File: src/rtl/drv_led_sense_mux.sv
// rtl/drv_led_sense_mux.sv - drive-bay LED drive / strap sense pin time-multiplexer
// Scans all bays each PERIOD: drive LEDs, release pins, then sample and debounce the straps.
module drv_led_sense_mux #(
    parameter int N_DRV   = 36,
    parameter int PERIOD  = 2500000,
    parameter int RELEASE = 25000,
    parameter int DEB_CNT = 3
) (
    input  logic             SYSCLK,
    input  logic             RESET_N,
    input  logic             SCAN_EN,
    input  logic [N_DRV-1:0] AMBER_DAT,
    input  logic [N_DRV-1:0] BLUE_DAT,
    input  logic [N_DRV-1:0] AMBER_I,
    input  logic [N_DRV-1:0] BLUE_I,
    output logic [N_DRV-1:0] AMBER_O,
    output logic [N_DRV-1:0] BLUE_O,
    output logic [N_DRV-1:0] PIN_OE,
    input  logic [N_DRV-1:0] CHG_CLR,
    output logic [N_DRV-1:0] PRSNT,
    output logic [N_DRV-1:0] IDENT,
    output logic [N_DRV-1:0] PRSNT_CHG,
    output logic             CHG_IRQ,
    output logic             SAMPLE_STB
);

    localparam int CW = (PERIOD > 1) ? $clog2(PERIOD) : 1;
    localparam int DW = 4;
    localparam logic [CW-1:0] CNT_LAST = CW'(PERIOD - 1);
    localparam logic [CW-1:0] CNT_REL  = CW'(PERIOD - RELEASE);
    localparam logic [DW-1:0] DEB_LAST = DW'(DEB_CNT - 1);

    logic [CW-1:0]    cnt_q, cnt_d;
    logic             pin_oe_q, pin_oe_d;
    logic [N_DRV-1:0] amber_o_q, amber_o_d;
    logic [N_DRV-1:0] blue_o_q, blue_o_d;
    logic [N_DRV-1:0] amber_s1_q, amber_s1_d, amber_s2_q, amber_s2_d;
    logic [N_DRV-1:0] blue_s1_q, blue_s1_d, blue_s2_q, blue_s2_d;
    logic [N_DRV-1:0] prsnt_q, prsnt_d;
    logic [N_DRV-1:0] ident_q, ident_d;
    logic [N_DRV-1:0] chg_q, chg_d;
    logic             irq_q, irq_d;
    logic [DW-1:0]    pdeb_q [N_DRV];
    logic [DW-1:0]    pdeb_d [N_DRV];
    logic [DW-1:0]    ideb_q [N_DRV];
    logic [DW-1:0]    ideb_d [N_DRV];
    logic             sample;

    // Returns {stable, counter} after one sample of a single strap.
    function automatic logic [DW:0] deb_next(input logic raw, input logic stable,
                                             input logic [DW-1:0] cnt);
        logic [DW:0] r;
        if (raw == stable) begin
            r = {stable, {DW{1'b0}}};
        end else if (cnt >= DEB_LAST) begin
            r = {raw, {DW{1'b0}}};
        end else begin
            r = {stable, cnt + DW'(1)};
        end
        return r;
    endfunction

    always_comb begin
        sample = SCAN_EN && (cnt_q == CNT_LAST);

        cnt_d = '0;
        if (SCAN_EN && (cnt_q != CNT_LAST)) begin
            cnt_d = cnt_q + CW'(1);
        end

        // Output enable and LED data are computed from the next count so they line up with CNT.
        pin_oe_d  = SCAN_EN && (cnt_d < CNT_REL);
        amber_o_d = pin_oe_d ? AMBER_DAT : amber_o_q;
        blue_o_d  = pin_oe_d ? BLUE_DAT  : blue_o_q;

        amber_s1_d = AMBER_I;
        amber_s2_d = amber_s1_q;
        blue_s1_d  = BLUE_I;
        blue_s2_d  = blue_s1_q;

        prsnt_d = prsnt_q;
        ident_d = ident_q;
        pdeb_d  = pdeb_q;
        ideb_d  = ideb_q;
        if (!SCAN_EN) begin
            for (int k = 0; k < N_DRV; k++) begin
                pdeb_d[k] = '0;
                ideb_d[k] = '0;
            end
        end else if (sample) begin
            for (int k = 0; k < N_DRV; k++) begin
                {prsnt_d[k], pdeb_d[k]} = deb_next(~blue_s2_q[k], prsnt_q[k], pdeb_q[k]);
                {ident_d[k], ideb_d[k]} = deb_next(amber_s2_q[k], ident_q[k], ideb_q[k]);
            end
        end

        // A toggle on the same edge as a clear keeps the flag set.
        chg_d = (chg_q & ~CHG_CLR) | (prsnt_d ^ prsnt_q);
        irq_d = |chg_q;
    end

    always_ff @(posedge SYSCLK or negedge RESET_N) begin
        if (!RESET_N) begin
            cnt_q      <= '0;
            pin_oe_q   <= 1'b0;
            amber_o_q  <= '0;
            blue_o_q   <= '0;
            amber_s1_q <= '0;
            amber_s2_q <= '0;
            blue_s1_q  <= '0;
            blue_s2_q  <= '0;
            prsnt_q    <= '0;
            ident_q    <= '0;
            chg_q      <= '0;
            irq_q      <= 1'b0;
            pdeb_q     <= '{default: '0};
            ideb_q     <= '{default: '0};
        end else begin
            cnt_q      <= cnt_d;
            pin_oe_q   <= pin_oe_d;
            amber_o_q  <= amber_o_d;
            blue_o_q   <= blue_o_d;
            amber_s1_q <= amber_s1_d;
            amber_s2_q <= amber_s2_d;
            blue_s1_q  <= blue_s1_d;
            blue_s2_q  <= blue_s2_d;
            prsnt_q    <= prsnt_d;
            ident_q    <= ident_d;
            chg_q      <= chg_d;
            irq_q      <= irq_d;
            pdeb_q     <= pdeb_d;
            ideb_q     <= ideb_d;
        end
    end

    assign AMBER_O    = amber_o_q;
    assign BLUE_O     = blue_o_q;
    assign PIN_OE     = {N_DRV{pin_oe_q}};
    assign PRSNT      = prsnt_q;
    assign IDENT      = ident_q;
    assign PRSNT_CHG  = chg_q;
    assign CHG_IRQ    = irq_q;
    assign SAMPLE_STB = sample;

endmodule

File: config.mk
export PLATFORM = sky130hd
export DESIGN_NAME = drv_led_sense_mux
export DESIGN_NICKNAME = d
export VERILOG_FILES = /design/src/rtl/drv_led_sense_mux.sv
export SDC_FILE = /design/constraint.sdc
export NUM_CORES = 1
export LEC_CHECK = 0
export CORE_ASPECT_RATIO = 0.8
export CORE_MARGIN = 8
export CORE_UTILIZATION = 35
export DETAILED_ROUTE_END_ITERATION = 16
export GPL_TIMING_DRIVEN = 0
export HOLD_SLACK_MARGIN = 0.12
export PLACE_DENSITY = 0.56
export SYNTH_ARGS = -nofsm -noshare
export SYNTH_HDL_FRONTEND = slang
export SYNTH_SLANG_ARGS = --single-unit
File: constraint.sdc
create_clock -name SYSCLK -period 3.9 [get_ports SYSCLK]
set_input_delay 0.975 -clock SYSCLK [delete_from_list [all_inputs] [get_ports SYSCLK]]
set_output_delay 0.975 -clock SYSCLK [all_outputs]
set_load 0.02 [all_outputs]
-- Yosys cells after proc, flatten, opt, wreduce, memory -nomap -nowiden
Cells that the tools add are included.
- bits in registers: 636
- bits in latches: 0
- memory bits (writable): 0
- ROM bits: 0
- input bits: 183
- output and inout bits: 218
- word-level logic and storage cells: 607
- memories: 0
- $add $sub $neg: 73
- multiply operators: 0
- div/mod/pow operators: 0
- order comparisons: 73
- eq/ne operators: 75
- shift-type cells: 0
- muxes and demuxes: 151
- bitwise operators: 76
- reductions and logical operators: 40
- operator list (cell ; count):
    144-bit two-way mux ; 4
    5-bit two-way mux ; 72
    4-bit by 1-bit adder with 4-bit output (second input constant) ; 72
    4-bit by 2-bit greater-or-equal comparator with 1-bit output (second input constant) ; 72
    4-bit two-way mux ; 72
    4-bit AND reduction ; 36
    1-bit == test ; 72
    36-bit two-way mux ; 2
    1-bit inverter ; 72
    36-bit bitwise AND ; 1
    36-bit inverter ; 1
    36-bit OR ; 1
    36-bit OR reduction ; 1
    36-bit bitwise XOR ; 1
    22-bit by 1-bit adder with 22-bit output (second input constant) ; 1
    22-bit == test (second input constant) ; 1
    22-bit less-than comparator (second input constant) ; 1
    22-bit two-way mux ; 1
    22-bit inequality test (second input constant) ; 1
    1-bit logical AND ; 3
    2-bit by 1-bit inequality test with 1-bit output (second input constant) ; 1

-- Depth between registers and ports, before layout
- depth in word-level cells: 7
- mapped depth: 13
- gate-level depth less buffers: 8

-- Worst setup path before layout
OpenSTA, ideal clock, no wires.
- path kind: register -> output
- start point: register cnt_q[0]
- end point: output port SAMPLE_STB
- data arrival time: 2.217 ns
- data required time: 2.925 ns
- setup slack: 0.708 ns
- cell stages (with the launch flop): 10
- path buffers: 4
- cells stage by stage: dfrtp_1 -> ha_1 -> buf_2 -> nand4_2 -> buf_6 -> nor4_1 -> nand3_1 -> clkbuf_1 -> inv_1 -> buf_1
- word-level cells in the longest chain between the ends: 2
- RTL lines (item ; RTL line ; text):
    from (decl) ; 33 ; logic [CW-1:0] cnt_q, cnt_d;
    from (signal assigned) ; 119 ; cnt_q <= cnt_d;
    22-bit == test ; 64 ; sample = SCAN_EN && (cnt_q == CNT_LAST);
    1-bit logical AND ; 64 ;
    to (decl) ; 24 ; output logic SAMPLE_STB
No other way between the ends.

-- Worst setup path in the final report
- start point: input port SCAN_EN
- end point: output port SAMPLE_STB
- word-level cells in the longest chain between the ends: 1
- RTL lines (item ; RTL line ; text):
    from (decl) ; 11 ; input logic SCAN_EN,
    1-bit logical AND ; 64 ;
No other way between the ends.

==> results.txt <==
----------------------------------------------------
[Outcome]
  Status ... completed

[Synth]
  Biggest area consumer among synthesized cells ... dfrtp_1
  Mean instance size in the synthesized netlist ... 10.9 µm²
  Mapped Cells ... around 2500
  Count of flip-flops with a built-in enable after synthesis ... 0
  Ys async rst share ... 100%
  Most used flip-flop cell after synthesis ... dfrtp_1
  Post-synth design cell area ... roughly 0.027 mm²
  Cell with the most instances after synthesis ... dfrtp_1
  Post-synth cell types ... 55
  Flops & latches, synth ... 636
  Most frequent cells after synthesis ... dfrtp_1, nand2_1, o21ai_0
  Area share of the leading cell type in the synthesized netlist ... slightly below 60%
  Synthesized Nets ... 2841
  Number of warnings printed during yosys synthesis ... 0
  Top cells by area in the synthesized netlist ... dfrtp_1, ha_1, nand2_1, o21ai_0, o211ai_1
  Sequential area share after synthesis ... 58.0%

[Setup path]
  Worst stage delay on the critical path ... ~0.49 ns
  Critical Path Start Type ... primary input
  Number of cells on the worst reg-to-reg path ... 10
  Class of the most critical setup path ... in -> out
  Worst EP required ... 2.92 ns
  Arrival time reported for the critical path endpoint ... 2.79 ns
  Bufs and invs on worst path ... 6
  Worst Setup End Kind ... output port
  Family of cells with the greatest summed delay on the critical path ... buffers and inverters
  Reg2Reg Setup Slack ... a little over 0.3 ns
  Maximum fanout encountered on the critical timing path ... 10
  Reg2Reg Launch Point ... cnt_q[0]
  R2R Path End ... ideb_q[9]
  Slowest-stage cell, CP ... clkdlybuf4s50_1
  Cells traversed along the worst timing path ... clkdlybuf4s50_1 > clkbuf_2 > nand3_2 > clkbuf_16 > clkinvlp_4 > buf_6 > buf_2

[Placement]
  Detailed placement HPWL ... roughly 53000 µm
  Instance area after placement ... approximately 0.033 mm²
  Pre-CTS setup slack ... -2.35 ns
  RD Place Congestion ... a little over 0.8
  Port Buf Inserts ... 400

[Clocking]
  Maximum level of the CTS H-tree ... 3
  TritonCTS Sinks ... 636
  Max Buffers Root-to-Sink ... 3
  Clock insertion delay at the later pin of the skew report ... between 0.6 and 0.7 ns
  Total clock buffers created by CTS ... 71
  Clock tree from TritonCTS ... built
  Clock-pin slew reported for the worst setup and hold paths after clock tree synthesis ... about 0.06 ns
  Clock Root Buffer ... clkbuf_16
  Quantity of hold-fixing buffers added after cts ... 0

[Pwr]
  Comb pwr share ... roughly 6.7%
  Internal Pwr Total ... 11.7 mW
  Clock network fraction of design power ... 48.1%
  Relative contribution of sequential cells to total power ... ~45%
  Power per unit of standard cell area ... approximately 430 mW/mm²
  Switching share of power ... between 20 and 25%
  Sw Pwr ... about 3.5 mW
  IR drop worst, VDD ... roughly 0.34 mV
  Lkg Pwr ... between 15 and 20 nW

[STA]
  Unrepaired setup endpoints after global routing ... no
  Clock skew after layout ... ~0.026 ns
  Post-route setup slack ... between 0.1 and 0.15 ns
  Highest clock rate ... between 200 and 300 MHz
  Worst slew pin tran ... 1.01 ns
  Final Hold Viols ... 0
  Ratio of final minimum period to clock period ... a little over nine tenths
  Setup violation total in the final timing report ... 0
  Max-slew headroom at the worst pin ... around a third
  Slew Viols, Final ... 0
  Min Clock Period, post-route ... 3.76 ns
  Final-layout setup total negative slack ... 0 ns

[Finish]
  Non-Filler Cell Area, Final ... between 0.03 and 0.04 mm²
  Fraction of layout cells with a size suffix above 1 ... ~8.5%
  Register Area ... approximately 0.016 mm²
  Filler cell count ... ~7200
  Post-synthesis to final-layout area growth ... 29.7%
  Area occupied by multi-input gates ... 0.0100 mm²
  Number of nets in the layout ... 3325

[Floorplanning]
  Core ar. ... 0.0783 mm²
  Starting density of the core ... 35.1%
  Floorplan die height ... ~270 µm
  Die X ... 329 µm
  Count of pins on the block boundary ... 401
  Full die area ... roughly 0.088 mm²
  Row count ... 92

[Detailed routing]
  WL per Instance ... roughly 18 µm
  Routed vias ... 20400
  Pre-antenna DRT Iters ... 5
  Number of remaining DRC errors ... 0
  Detailed Route WL ... about 75000 µm
  Via/cell ratio ... between 4 and 5
  Violation count after the first detailed-routing iteration ... around 1400
  Post-DRT Antenna Nets ... 0

[Global routing]
  Largest net degree at the start of global routing ... between 100 and 150
  Overflow after GRT ... 0
  Total global-route track usage ... between 15 and 20%
  Met1 Track Usage GR ... between 20% and 30%
  First-pass GRT wire length ... approximately 120000 µm
  Met3 track demand over resource ... between 3 and 4%
  Global routing's busiest layer ... met2
  Number of antenna violations at the first check in global routing ... 5
  Routing usage on met2 ... 27.3%
  Via count of the first global-routing pass ... 21400

[Flow run]
  Max-cap check violation count ... 0

[Hold path]
  Type of the worst min-delay path ... in -> async

----------------------------------------------------
power by group through the flow:
stage	clock network, mW	logic, mW	registers [mW]
2_1_floorplan	0	0.284	7.04
3_3_place_gp	0	1.00	6.99
3_5_place_dp	0	1.04	6.97
4_1_cts	7.50	1.04	6.85
5_1_grt	7.77	1.12	6.86
6_report	7.29	1.02	6.85
per-layer routing:
layer	routed length [µm]	vias to the layer above
li1	-	9663
met1	33100	10200
met2	34900	449
met3	4030	143
met4	2490	4
met5	26	-
worst max-delay path by stage:
stage                     startpoint     endpoint  cells past startpoint
after floorplan             cnt_q[0]   SAMPLE_STB                      9
final                        SCAN_EN   SAMPLE_STB                      7
after global routing         SCAN_EN   SAMPLE_STB                      7
after CTS                   cnt_q[1]   SAMPLE_STB                     10
after global placement       RESET_N  ideb_q[100]                      1
after detailed placement     SCAN_EN   SAMPLE_STB                      7
cells by family after synthesis:
kind of cell               count (synthesis)  share of synthesized area, %
buffers and inverters                    331                          5.55
xor gates and xnor gates                  92                          2.93
adders and majority gates                145                          6.61
and+or+nand+nor                          818                          15.1
AOI/OAI and AO/OA                        454                          10.3
muxes                                     37                          1.51
DFF                                      636                          58.0
flip-flops by register name, indices dropped and copies added (netlist names):
register    cells
ideb_q        144
IDENT          36
PRSNT_CHG      36
PRSNT          36
amber_s2_q     36
cnt_q          22
AMBER_O        36
blue_s1_q      36
CHG_IRQ         1
pin_oe_q        1
BLUE_O         36
amber_s1_q     36
pdeb_q        144
blue_s2_q      36
stage by stage:
step	hold slack, ns	util [%]	power [mW]	cells
after floorplan	0.331	-	7.32	2513
after global placement	0.333	41.8	7.99	3947
after detailed placement	0.335	42.0	8.01	3952
after CTS	0.182	45.4	15.4	4085
after global routing	0.206	45.5	15.7	4088
final	0.219	45.5	15.2	4090
layout make-up:
type	count	share of cell area, %
Clock buffer	101	5.76
Sequential cell	636	44.7
Buffer	167	2.66
Clock inverter	28	1.50
Inverter	164	1.74
Antenna cell	3	0.0211
Timing Repair Buffer	411	11.8
Multi-Input combinational cell	1546	28.2
Tap cell	1034	3.63
repair_timing:
item | CTS | global route
pin swaps | 1 | 1
setup buffers | 4 | 2
endpoints found under the setup margin | 61 | 22
resized for setup | 18 | 8
placed cells by master (no fill, tap or decap), types with 14 or more instances in the layout:
cell and n:
and2_1 75, buf_4 42, buf_6 18, clkbuf_1 101, clkbuf_16 73, clkbuf_8 14
clkdlybuf4s50_1 398, dfrtp_1 634, ha_1 145, inv_1 163, mux2_2 36, nand2_1 366
nand3_1 52, nand4_1 18, nor2_1 68, nor4_1 58, o211ai_1 134, o21ai_0 236
o22ai_1 32, o31ai_1 21, or3_1 44, or4_1 102, xnor2_1 15, xor2_1 77
Note: power is estimated with default switching activity, not from simulation.
